`config.mk`:
```
export PLATFORM = sky130hd
export DESIGN_NAME = multicycle_sequencer
export DESIGN_NICKNAME = d
export VERILOG_FILES = /design/src/rtl/multicycle_sequencer.sv
export SDC_FILE = /design/constraint.sdc
export NUM_CORES = 1
export LEC_CHECK = 0
export CAP_MARGIN = 15
export CORE_MARGIN = 4
export CORE_UTILIZATION = 54
export CTS_CLUSTER_SIZE = 8
export DETAILED_ROUTE_END_ITERATION = 8
export GPL_TIMING_DRIVEN = 0
export PLACE_DENSITY = 0.86
export SYNTH_ARGS = -nofsm -noshare
export SYNTH_HDL_FRONTEND = slang
export SYNTH_SLANG_ARGS = --single-unit
```
`constraint.sdc`:
```
create_clock -name clk -period 6.4 [get_ports clk]
set_input_delay 1.28 -clock clk [delete_from_list [all_inputs] [get_ports clk]]
set_output_delay 1.28 -clock clk [all_outputs]
set_load 0.1 [all_outputs]
```
`src/rtl/multicycle_sequencer.sv`:
```
// -----------------------------------------------------------------------------
// multicycle_sequencer
//
// Multi-cycle control FSM for the sequential RISC-V core. Each instruction is
// stepped through FETCH, DECODE, EXECUTE, MEM and WB. This block owns every
// state-changing strobe in the datapath (PC, IR, data memory, register file).
// It traps on illegal encodings reported by the decoder, and it also traps on
// memory handshakes that take too long.
//
//  state   | meaning
//  --------+------------------------------------------------------------
//  FETCH   | request instruction word, load IR on imem_ready
//  DECODE  | latch decoder control bits, trap on invalid encodings
//  EXECUTE | resolve branches, route to MEM or WB
//  MEM     | data access, held until dmem_ready (store retires here)
//  WB      | register file write, PC+4, retire
//  TRAP    | halted with error_code; only rst_n leaves
//
// Ports:
//   clk, rst_n           clock / async active-low reset
//   imem_ready           instruction word valid this cycle
//   dmem_ready           data access complete this cycle
//   RegWrite..Branch     decoder control outputs (sampled in DECODE)
//   invOp..invRegAddr    decoder error flags (sampled in DECODE)
//   branch_taken         ALU compare result (sampled in EXECUTE)
//   imem_req, ir_write   fetch request / IR load
//   dmem_req, dmem_we    data request / write qualifier
//   rf_we, wb_sel        register write enable / writeback source (1 = mem)
//   pc_write, pc_src     PC update / source (1 = branch target)
//   halted, error_code   trap indication and cause
//   cycle_count, instret free-running cycle and retired-instruction counters
// -----------------------------------------------------------------------------
module multicycle_sequencer #(
    parameter int unsigned MEM_TIMEOUT = 16,
    parameter int unsigned CNT_W       = 32
) (
    input  logic             clk,
    input  logic             rst_n,
    input  logic             imem_ready,
    input  logic             dmem_ready,
    input  logic             RegWrite,
    input  logic             MemRead,
    input  logic             MemWrite,
    input  logic             MemtoReg,
    input  logic             Branch,
    input  logic             invOp,
    input  logic             invFunc,
    input  logic             invRegAddr,
    input  logic             branch_taken,
    output logic             imem_req,
    output logic             ir_write,
    output logic             dmem_req,
    output logic             dmem_we,
    output logic             rf_we,
    output logic             wb_sel,
    output logic             pc_write,
    output logic             pc_src,
    output logic             halted,
    output logic [2:0]       error_code,
    output logic [CNT_W-1:0] cycle_count,
    output logic [CNT_W-1:0] instret
);

    localparam int unsigned TMO_W = (MEM_TIMEOUT > 1) ? $clog2(MEM_TIMEOUT) : 1;
    localparam logic [TMO_W-1:0] TMO_LOAD = TMO_W'(MEM_TIMEOUT - 1);

    localparam logic [2:0] ERR_INV_OP   = 3'd1;
    localparam logic [2:0] ERR_INV_FUNC = 3'd2;
    localparam logic [2:0] ERR_INV_REG  = 3'd3;
    localparam logic [2:0] ERR_IMEM_TMO = 3'd4;
    localparam logic [2:0] ERR_DMEM_TMO = 3'd5;

    typedef enum logic [2:0] {
        S_FETCH,
        S_DECODE,
        S_EXECUTE,
        S_MEM,
        S_WB,
        S_TRAP
    } state_t;

    state_t           state, state_next;
    logic [TMO_W-1:0] tmo_cnt, tmo_cnt_next;
    logic [2:0]       error_code_next;
    logic             retire;
    logic             ready_in_state;

    logic ctl_reg_write, ctl_mem_read, ctl_mem_write, ctl_memto_reg, ctl_branch;

    always_ff @(posedge clk or negedge rst_n) begin
        if (!rst_n) begin
            state         <= S_FETCH;
            tmo_cnt       <= TMO_LOAD;
            error_code    <= 3'd0;
            cycle_count   <= '0;
            instret       <= '0;
            ctl_reg_write <= 1'b0;
            ctl_mem_read  <= 1'b0;
            ctl_mem_write <= 1'b0;
            ctl_memto_reg <= 1'b0;
            ctl_branch    <= 1'b0;
        end else begin
            state       <= state_next;
            tmo_cnt     <= tmo_cnt_next;
            error_code  <= error_code_next;
            cycle_count <= cycle_count + CNT_W'(1);
            if (retire) begin
                instret <= instret + CNT_W'(1);
            end
            if (state == S_DECODE) begin
                ctl_reg_write <= RegWrite;
                ctl_mem_read  <= MemRead;
                ctl_mem_write <= MemWrite;
                ctl_memto_reg <= MemtoReg;
                ctl_branch    <= Branch;
            end
        end
    end

    // Timeout down-counter: reloaded on every state change and on any ready
    // seen in the waiting state; terminal count 0 on a non-ready cycle is the
    // MEM_TIMEOUT-th consecutive miss.
    always_comb begin
        tmo_cnt_next = tmo_cnt;
        if ((state_next != state) || ready_in_state) begin
            tmo_cnt_next = TMO_LOAD;
        end else if (tmo_cnt != '0) begin
            tmo_cnt_next = tmo_cnt - TMO_W'(1);
        end
    end

    always_comb begin
        state_next      = state;
        error_code_next = error_code;
        retire          = 1'b0;
        ready_in_state  = 1'b0;
        imem_req        = 1'b0;
        ir_write        = 1'b0;
        dmem_req        = 1'b0;
        dmem_we         = 1'b0;
        rf_we           = 1'b0;
        wb_sel          = 1'b0;
        pc_write        = 1'b0;
        pc_src          = 1'b0;

        case (state)
            S_FETCH: begin
                imem_req       = 1'b1;
                ready_in_state = imem_ready;
                if (imem_ready) begin
                    ir_write   = 1'b1;
                    state_next = S_DECODE;
                end else if (tmo_cnt == '0) begin
                    state_next      = S_TRAP;
                    error_code_next = ERR_IMEM_TMO;
                end
            end
            S_DECODE: begin
                if (invOp) begin
                    state_next      = S_TRAP;
                    error_code_next = ERR_INV_OP;
                end else if (invFunc) begin
                    state_next      = S_TRAP;
                    error_code_next = ERR_INV_FUNC;
                end else if (invRegAddr) begin
                    state_next      = S_TRAP;
                    error_code_next = ERR_INV_REG;
                end else begin
                    state_next = S_EXECUTE;
                end
            end
            S_EXECUTE: begin
                if (ctl_branch) begin
                    pc_write   = 1'b1;
                    pc_src     = branch_taken;
                    retire     = 1'b1;
                    state_next = S_FETCH;
                end else if (ctl_mem_read || ctl_mem_write) begin
                    state_next = S_MEM;
                end else begin
                    state_next = S_WB;
                end
            end
            S_MEM: begin
                // A write wins when both MemRead and MemWrite were latched.
                dmem_req       = 1'b1;
                dmem_we        = ctl_mem_write;
                ready_in_state = dmem_ready;
                if (dmem_ready) begin
                    if (ctl_mem_write) begin
                        pc_write   = 1'b1;
                        retire     = 1'b1;
                        state_next = S_FETCH;
                    end else begin
                        state_next = S_WB;
                    end
                end else if (tmo_cnt == '0) begin
                    state_next      = S_TRAP;
                    error_code_next = ERR_DMEM_TMO;
                end
            end
            S_WB: begin
                rf_we      = ctl_reg_write;
                wb_sel     = ctl_memto_reg;
                pc_write   = 1'b1;
                retire     = 1'b1;
                state_next = S_FETCH;
            end
            S_TRAP: begin
                state_next = S_TRAP;
            end
            default: begin
                state_next = S_FETCH;
            end
        endcase

        // The state register already sits in FETCH while reset is held; keep
        // every strobe quiet until reset is released.
        if (!rst_n) begin
            imem_req = 1'b0;
            ir_write = 1'b0;
            dmem_req = 1'b0;
            dmem_we  = 1'b0;
            rf_we    = 1'b0;
            wb_sel   = 1'b0;
            pc_write = 1'b0;
            pc_src   = 1'b0;
        end
    end

    assign halted = (state == S_TRAP);

endmodule

```
==> reports/metrics.yaml, run 1 <==
final_layout:
  seq_area_um2: 1982
  finalInstanceArea_um2: 4938
  post-route-util_pct: 73.09
  area_growth_pct: 32.10
  nFillCells: 475
  final_cell_mix: "clkdlybuf4s50_1, dfrtp_1, xnor2_1"
  multi_input_comb_area_um2: 1687
  reg_top3: "cycle_count x32, instret x32, tmo_cnt x4"
  final_common_cell: "clkdlybuf4s50_1"
  diodes: 0
  drive_gt1_share_pct: 9.978
  nets: 462
timing:
  grt_setup_unrepaired: "no"
  period_share_pct: 82.62
  max-slew-margin-rel_pct: 32.60
  worstMarginPinSlew_ps: 1008
  skew_ps: 11.96
  min_period_ps: 5288
  setup_ws_ps: 1112
  hold_viol: 0
  max_freq_mhz: 189.1
  final-setup-viol-count: 0
  finalMaxSlewViolations: 0
logic_synthesis:
  syn_nets: 362
  ys_ff_latch: 79
  ys.flop_type: "dfrtp_1"
  synthCells: 346
  synth.distinct_cells: 47
  synth_area_um2: 3739
  seq_area_frac_synth_pct: 53.01
  yosysWarnings: 0
  avgSynthCellArea_um2: 10.81
  synth_edf_count: 0
  async_reset_ff_share_pct: 100.0
outcome:
  status: "completed"
placed_design:
  place_area_um2: 4743
  finalWeightedCongestion: 0.8592
  pre_cts_slack_ps: 1147
  hpwlAfterDp_um: 6228
  portBuffers: 88
clock_network:
  clk_latency_ps: 350
  cts_buffers: 9
  clk_path_buf_depth: 2
  cts_resized: 0
  path_clk_slew_ps: 90
  htree_levels: 3
  postCtsHoldBufs: 0
  root_buffer: "clkbuf_8"
  cts_tree: "built"
  post_cts_buffers: 0
  cts.sinks: 79
drt:
  vias: 2962
  totalWireLength_um: 8459
  drc: 0
  first_iter_violations: 114
  first_pass_iters: 4
  wl_per_cell_um: 15.93
  viasPerCell: 5.578
  ant_nets: 0
pwr:
  power.density_nw_per_um2: 314.7
  finalPower_w: 0.001554
  power.leakage_nw: 2.049
  ir_drop_uv: 165.3
worst_setup_path:
  worstSetupPathType: "in2out"
  critPathRequiredTime_ps: 5120
  endpoint_kind: "output port"
  crit_fanout: 10
  crit_arrival_ps: 4010
  cp-start-kind: "input pin"
worst_hold_path:
  hp-class: "reg2reg"
die:
  num_rows: 30
  fp.dieW_um: 91.21
  pin_count: 89
  die_area_um2: 8318
  dieHeight_um: 91.21
  coreArea_um2: 6756
  start_util_pct: 55.33
global_routing:
  grt_max_degree: 44
  grt_overflow: 0
  antenna_found_initial: 0
  grtUsageTotal_pct: 21.31
  grt_pass1_wl_um: 14370
  grt_pass1_vias: 3026
run:
  maxCapViolCount: 0
final timing paths:
check                                  end  cells after the start  slack, ps            start
max in group asynchronous      instret[31]                      2       4910            rst_n
setup / recovery                  pc_write                      6       1110       dmem_ready
hold / removal             cycle_count[31]                      1        480  cycle_count[31]
hold reg to reg            cycle_count[31]                      1        480  cycle_count[31]
min in group asynchronous    ctl_memto_reg                      1        900            rst_n
setup reg to reg                tmo_cnt[2]                      7       4150       tmo_cnt[0]
report_power, final:
group	internal, W	switching (W)	leakage (nW)	total [W]
clock network	0.000182	0.000183	0.104	0.000364
logic	0.000165	0.000414	0.971	0.000578
registers	0.000555	0.0000569	0.973	0.000612
total	0.000901	0.000653	2.05	0.00155
cells by family (layout without fill, tap and decap cells):
family,after synthesis,after routing,share of synthesized area (%)
AO/OA/AOI/OAI,25,25,4.753
adder cells (fa/ha/maj),3,3,1.004
flip-flops,79,79,53.01
multiplexers,8,8,2.410
AND/OR/NAND/NOR,150,150,22.26
buffers and inverters,19,124,2.041
XOR/XNOR,62,62,14.52
synthesized netlist by cell type, types with 2 or more instances:
library cell  number  share of area [%]
nand2_1           30                3.0
and2_1             8                1.3
and3_1            10                1.7
dfrtp_1           75                 50
nor2b_1            2               0.33
xnor2_1           35                8.2
buf_2              4               0.54
o2111ai_1          2               0.47
and4_1             5                1.2
a21oi_1            4               0.54
nor3b_1            2               0.40
clkbuf_1           3               0.30
inv_1             12                1.2
nor3_1            22                2.9
nor2_1            15                1.5
dfstp_2            4                2.8
nand4_1           17                2.8
a21o_1             2               0.40
ha_1               3                1.0
and3_2             2               0.40
nor4b_1            2               0.47
o21ai_0            7               0.94
nand3_1           22                2.9
mux2_2             8                2.4
xor2_1            27                6.3
and3b_1            2               0.47
worst max-delay path: stages:
cell and delay (ps):
clkdlybuf4s50_1 580, nand4_1 210, nand2_1 170, clkbuf_1 420
and2_1 210, clkdlybuf4s50_1 1140
cell type report:
| type | instances | area share (%) |
|---|---|---|
| sequential | 79 | 40.13 |
| multi-input combinational | 248 | 34.15 |
| timing repair buffer | 89 | 18.19 |
| clock buffer | 9 | 2.508 |
| tap | 80 | 2.027 |
| clock inverter | 7 | 1.444 |
| inverter | 12 | 0.9121 |
| buffer | 7 | 0.6334 |
layer usage:
layer | GRT usage (%) | vias to the layer above | share of wire, %
met5 | 0 | - | 0
met4 | 6.910 | 0 | 1.4
met3 | 5.220 | 15 | 5.9
met2 | 36.05 | 102 | 51
met1 | 26.87 | 1430 | 42
li1 | - | 1415 | -
metrics by stage:
step                      setup TNS [ps]  hold slack [ps]  std cells
final                                  0            483.3        531
after detailed placement               0            469.9        515
after global routing                   0            489.8        531
after CTS                              0            483.1        531
after global placement             -7699            465.9        514
after floorplan                        0            472.1        346
(Power assumes the default switching activity.)
==> run 2: changes to the inputs <==
--- a/config.mk
+++ b/config.mk
@@ -7,11 +7,11 @@
 export LEC_CHECK = 0
 export CAP_MARGIN = 15
 export CORE_MARGIN = 4
-export CORE_UTILIZATION = 54
+export CORE_UTILIZATION = 50
 export CTS_CLUSTER_SIZE = 8
 export DETAILED_ROUTE_END_ITERATION = 8
 export GPL_TIMING_DRIVEN = 0
-export PLACE_DENSITY = 0.86
+export PLACE_DENSITY = 0.8
 export SYNTH_ARGS = -nofsm -noshare
 export SYNTH_HDL_FRONTEND = slang
 export SYNTH_SLANG_ARGS = --single-unit
==> constraint.sdc (replaced) <==
create_clock -name clk -period 5.4 [get_ports clk]
set_input_delay 1.08 -clock clk [delete_from_list [all_inputs] [get_ports clk]]
set_output_delay 1.08 -clock clk [all_outputs]
set_load 0.1 [all_outputs]
==> reports/metrics.yaml, run 2 (synthesis gave the netlist of run 1 again) <==
die:
  fp.dieW_um: 94.47  # +3.6%
  dieHeight_um: 94.47  # +3.6%
  num_rows: 31  # +3.3%
  coreArea_um2: 7253  # +7.4%
  die_area_um2: 8925  # +7.3%
  start_util_pct: 51.54  # -3.8 points
  pin_count: 89  # unchanged
outcome:
  status: "completed"
final_layout:
  drive_gt1_share_pct: 9.556  # -0.42 points
  seq_area_um2: 1982  # unchanged
  final_common_cell: "clkdlybuf4s50_1"
  multi_input_comb_area_um2: 1687  # unchanged
  finalInstanceArea_um2: 4986  # +0.96%
  nFillCells: 568  # +20%
  final_cell_mix: "clkdlybuf4s50_1, dfrtp_1, xnor2_1"
  nets: 462  # unchanged
  reg_top3: "cycle_count x32, instret x32, tmo_cnt x4"
  diodes: 0  # unchanged
  area_growth_pct: 33.37
pwr:
  ir_drop_uv: 194.4  # +18%
  power.leakage_nw: 2.047  # about the same
  power.density_nw_per_um2: 376.6  # +20%
  finalPower_w: 0.001878  # +21%
drt:
  ant_nets: 0  # unchanged
  first_iter_violations: 205  # +80%
  totalWireLength_um: 8159  # -3.5%
  first_pass_iters: 4  # unchanged
  vias: 2893  # -2.3%
  viasPerCell: 5.270  # -5.5%
  drc: 0  # unchanged
  wl_per_cell_um: 14.86  # -6.7%
clock_network:
  post_cts_buffers: 0  # unchanged
  postCtsHoldBufs: 0  # unchanged
  path_clk_slew_ps: 70  # -20 ps
  cts_buffers: 9  # unchanged
  clk_path_buf_depth: 2  # unchanged
  cts_resized: 0  # unchanged
  cts_tree: "built"
  cts.sinks: 79  # unchanged
  clk_latency_ps: 340  # about the same
  htree_levels: 3  # unchanged
  root_buffer: "clkbuf_8"
timing:
  skew_ps: 12.61  # +0.6585 ps
  finalMaxSlewViolations: 0  # unchanged
  min_period_ps: 4807
  fin_hold_ws_ps: 472.6  # -10.64 ps
  max-slew-margin-rel_pct: 32.59  # about the same
  period_share_pct: 89.02
  tns_ps: 0  # unchanged
  worstMarginPinSlew_ps: 1008  # +0.01711 ps
  final-setup-viol-count: 0  # unchanged
  hold_viol: 0  # unchanged
  grt_setup_unrepaired: "no"
  max_freq_mhz: 208.0
worst_setup_path:
  cp-start-kind: "input pin"
  path_buf_inv: 3  # unchanged
  critPathRequiredTime_ps: 4320  # -800 ps
  worstPathCellList: "clkdlybuf4s50_1 > nand4_1 > nand2_1 > clkbuf_1 > and2_1 > clkdlybuf4s50_1"
  worstSetupPathType: "in2out"
  crit_path_top_delay_cell: "clkdlybuf4s50_1"
  cp-startpoint: "dmem_ready"
  crit_arrival_ps: 3730  # -280 ps
  crit_fanout: 10  # unchanged
  cpLargestDelayFamily: "buffers and inverters"
  crit_top_cell: "clkdlybuf4s50_1"
  endpoint_kind: "output port"
  r2r_start: "tmo_cnt[0]"
  critPathMaxStageDelay_ps: 1130  # about the same
placed_design:
  portBuffers: 88  # unchanged
  finalWeightedCongestion: 0.8741  # +1.7%
  place_area_um2: 4775  # +0.66%
  hpwlAfterDp_um: 5887  # -5.5%
run:
  maxCapViolCount: 0  # unchanged
worst_hold_path:
  hp-class: "reg2reg"
  hold_start: "instret[31]"
global_routing:
  grt_pass1_wl_um: 14090  # -1.9%
  grt_overflow: 0  # unchanged
  grt_max_degree: 61  # +39%
  grt_pass1_vias: 2928  # -3.2%
  grtUsageTotal_pct: 19.89  # -1.4 points
  antenna_found_initial: 0  # unchanged
[run 2: area by class of cell]
class | count | share of cell area, %
plain buffers | 7 | 0.6274
clock buffers | 10 | 2.560
clock inverters | 5 | 1.681
inverters | 12 | 0.9034
multi-input cells | 248 | 33.83
flip-flops and latches | 79 | 39.75
well taps | 99 | 2.484
repair buffers | 89 | 18.17
[run 2: final timing paths]
path / endpoint / slack, ps / cells past startpoint
setup / recovery: pc_write / 590 / 6
hold / removal: instret[31] / 470 / 1
setup reg to reg: error_code[0] / 3180 / 7
hold reg to reg: instret[31] / 470 / 1
max in group asynchronous: tmo_cnt[0] / 4140 / 2
min in group asynchronous: ctl_mem_write / 640 / 1
[run 2: metal layers]
layer	vias up	track usage, %	share of wire, %
met5	-	0	0
met4	0	7.212	0.74
met1	1401	28.10	48
met2	71	29.73	46
met3	6	5.100	5.2
li1	1415	-	-
[run 2: report_power, final]
| group | switching [W] | leakage (nW) | internal, W |
|---|---|---|---|
| registers | 0.0000660 | 0.973 | 0.000658 |
| clock network | 0.000211 | 0.0986 | 0.000259 |
| logic | 0.000488 | 0.975 | 0.000196 |
[run 2: worst register-to-register path: cells and delay by family (launching register included)]
| family | cells | cell delay, ps |
|---|---|---|
| adders and majority gates | 1 | 240 |
| and+or+nand+nor | 1 | 510 |
| DFF | 1 | 360 |
| AOI/OAI and AO/OA | 3 | 560 |
| buffers and inverters | 1 | 100 |
| muxes | 1 | 360 |
[run 2: per-stage QoR]
step / util [%] / instances / worst slack [ps]
after CTS: 68.74 / 549 / 577.4
final: 68.74 / 549 / 592.8
after floorplan: - / 346 / 594.8
after global routing: 68.74 / 549 / 435.2
after global placement: 65.48 / 533 / -1769
after detailed placement: 65.83 / 534 / 588.6
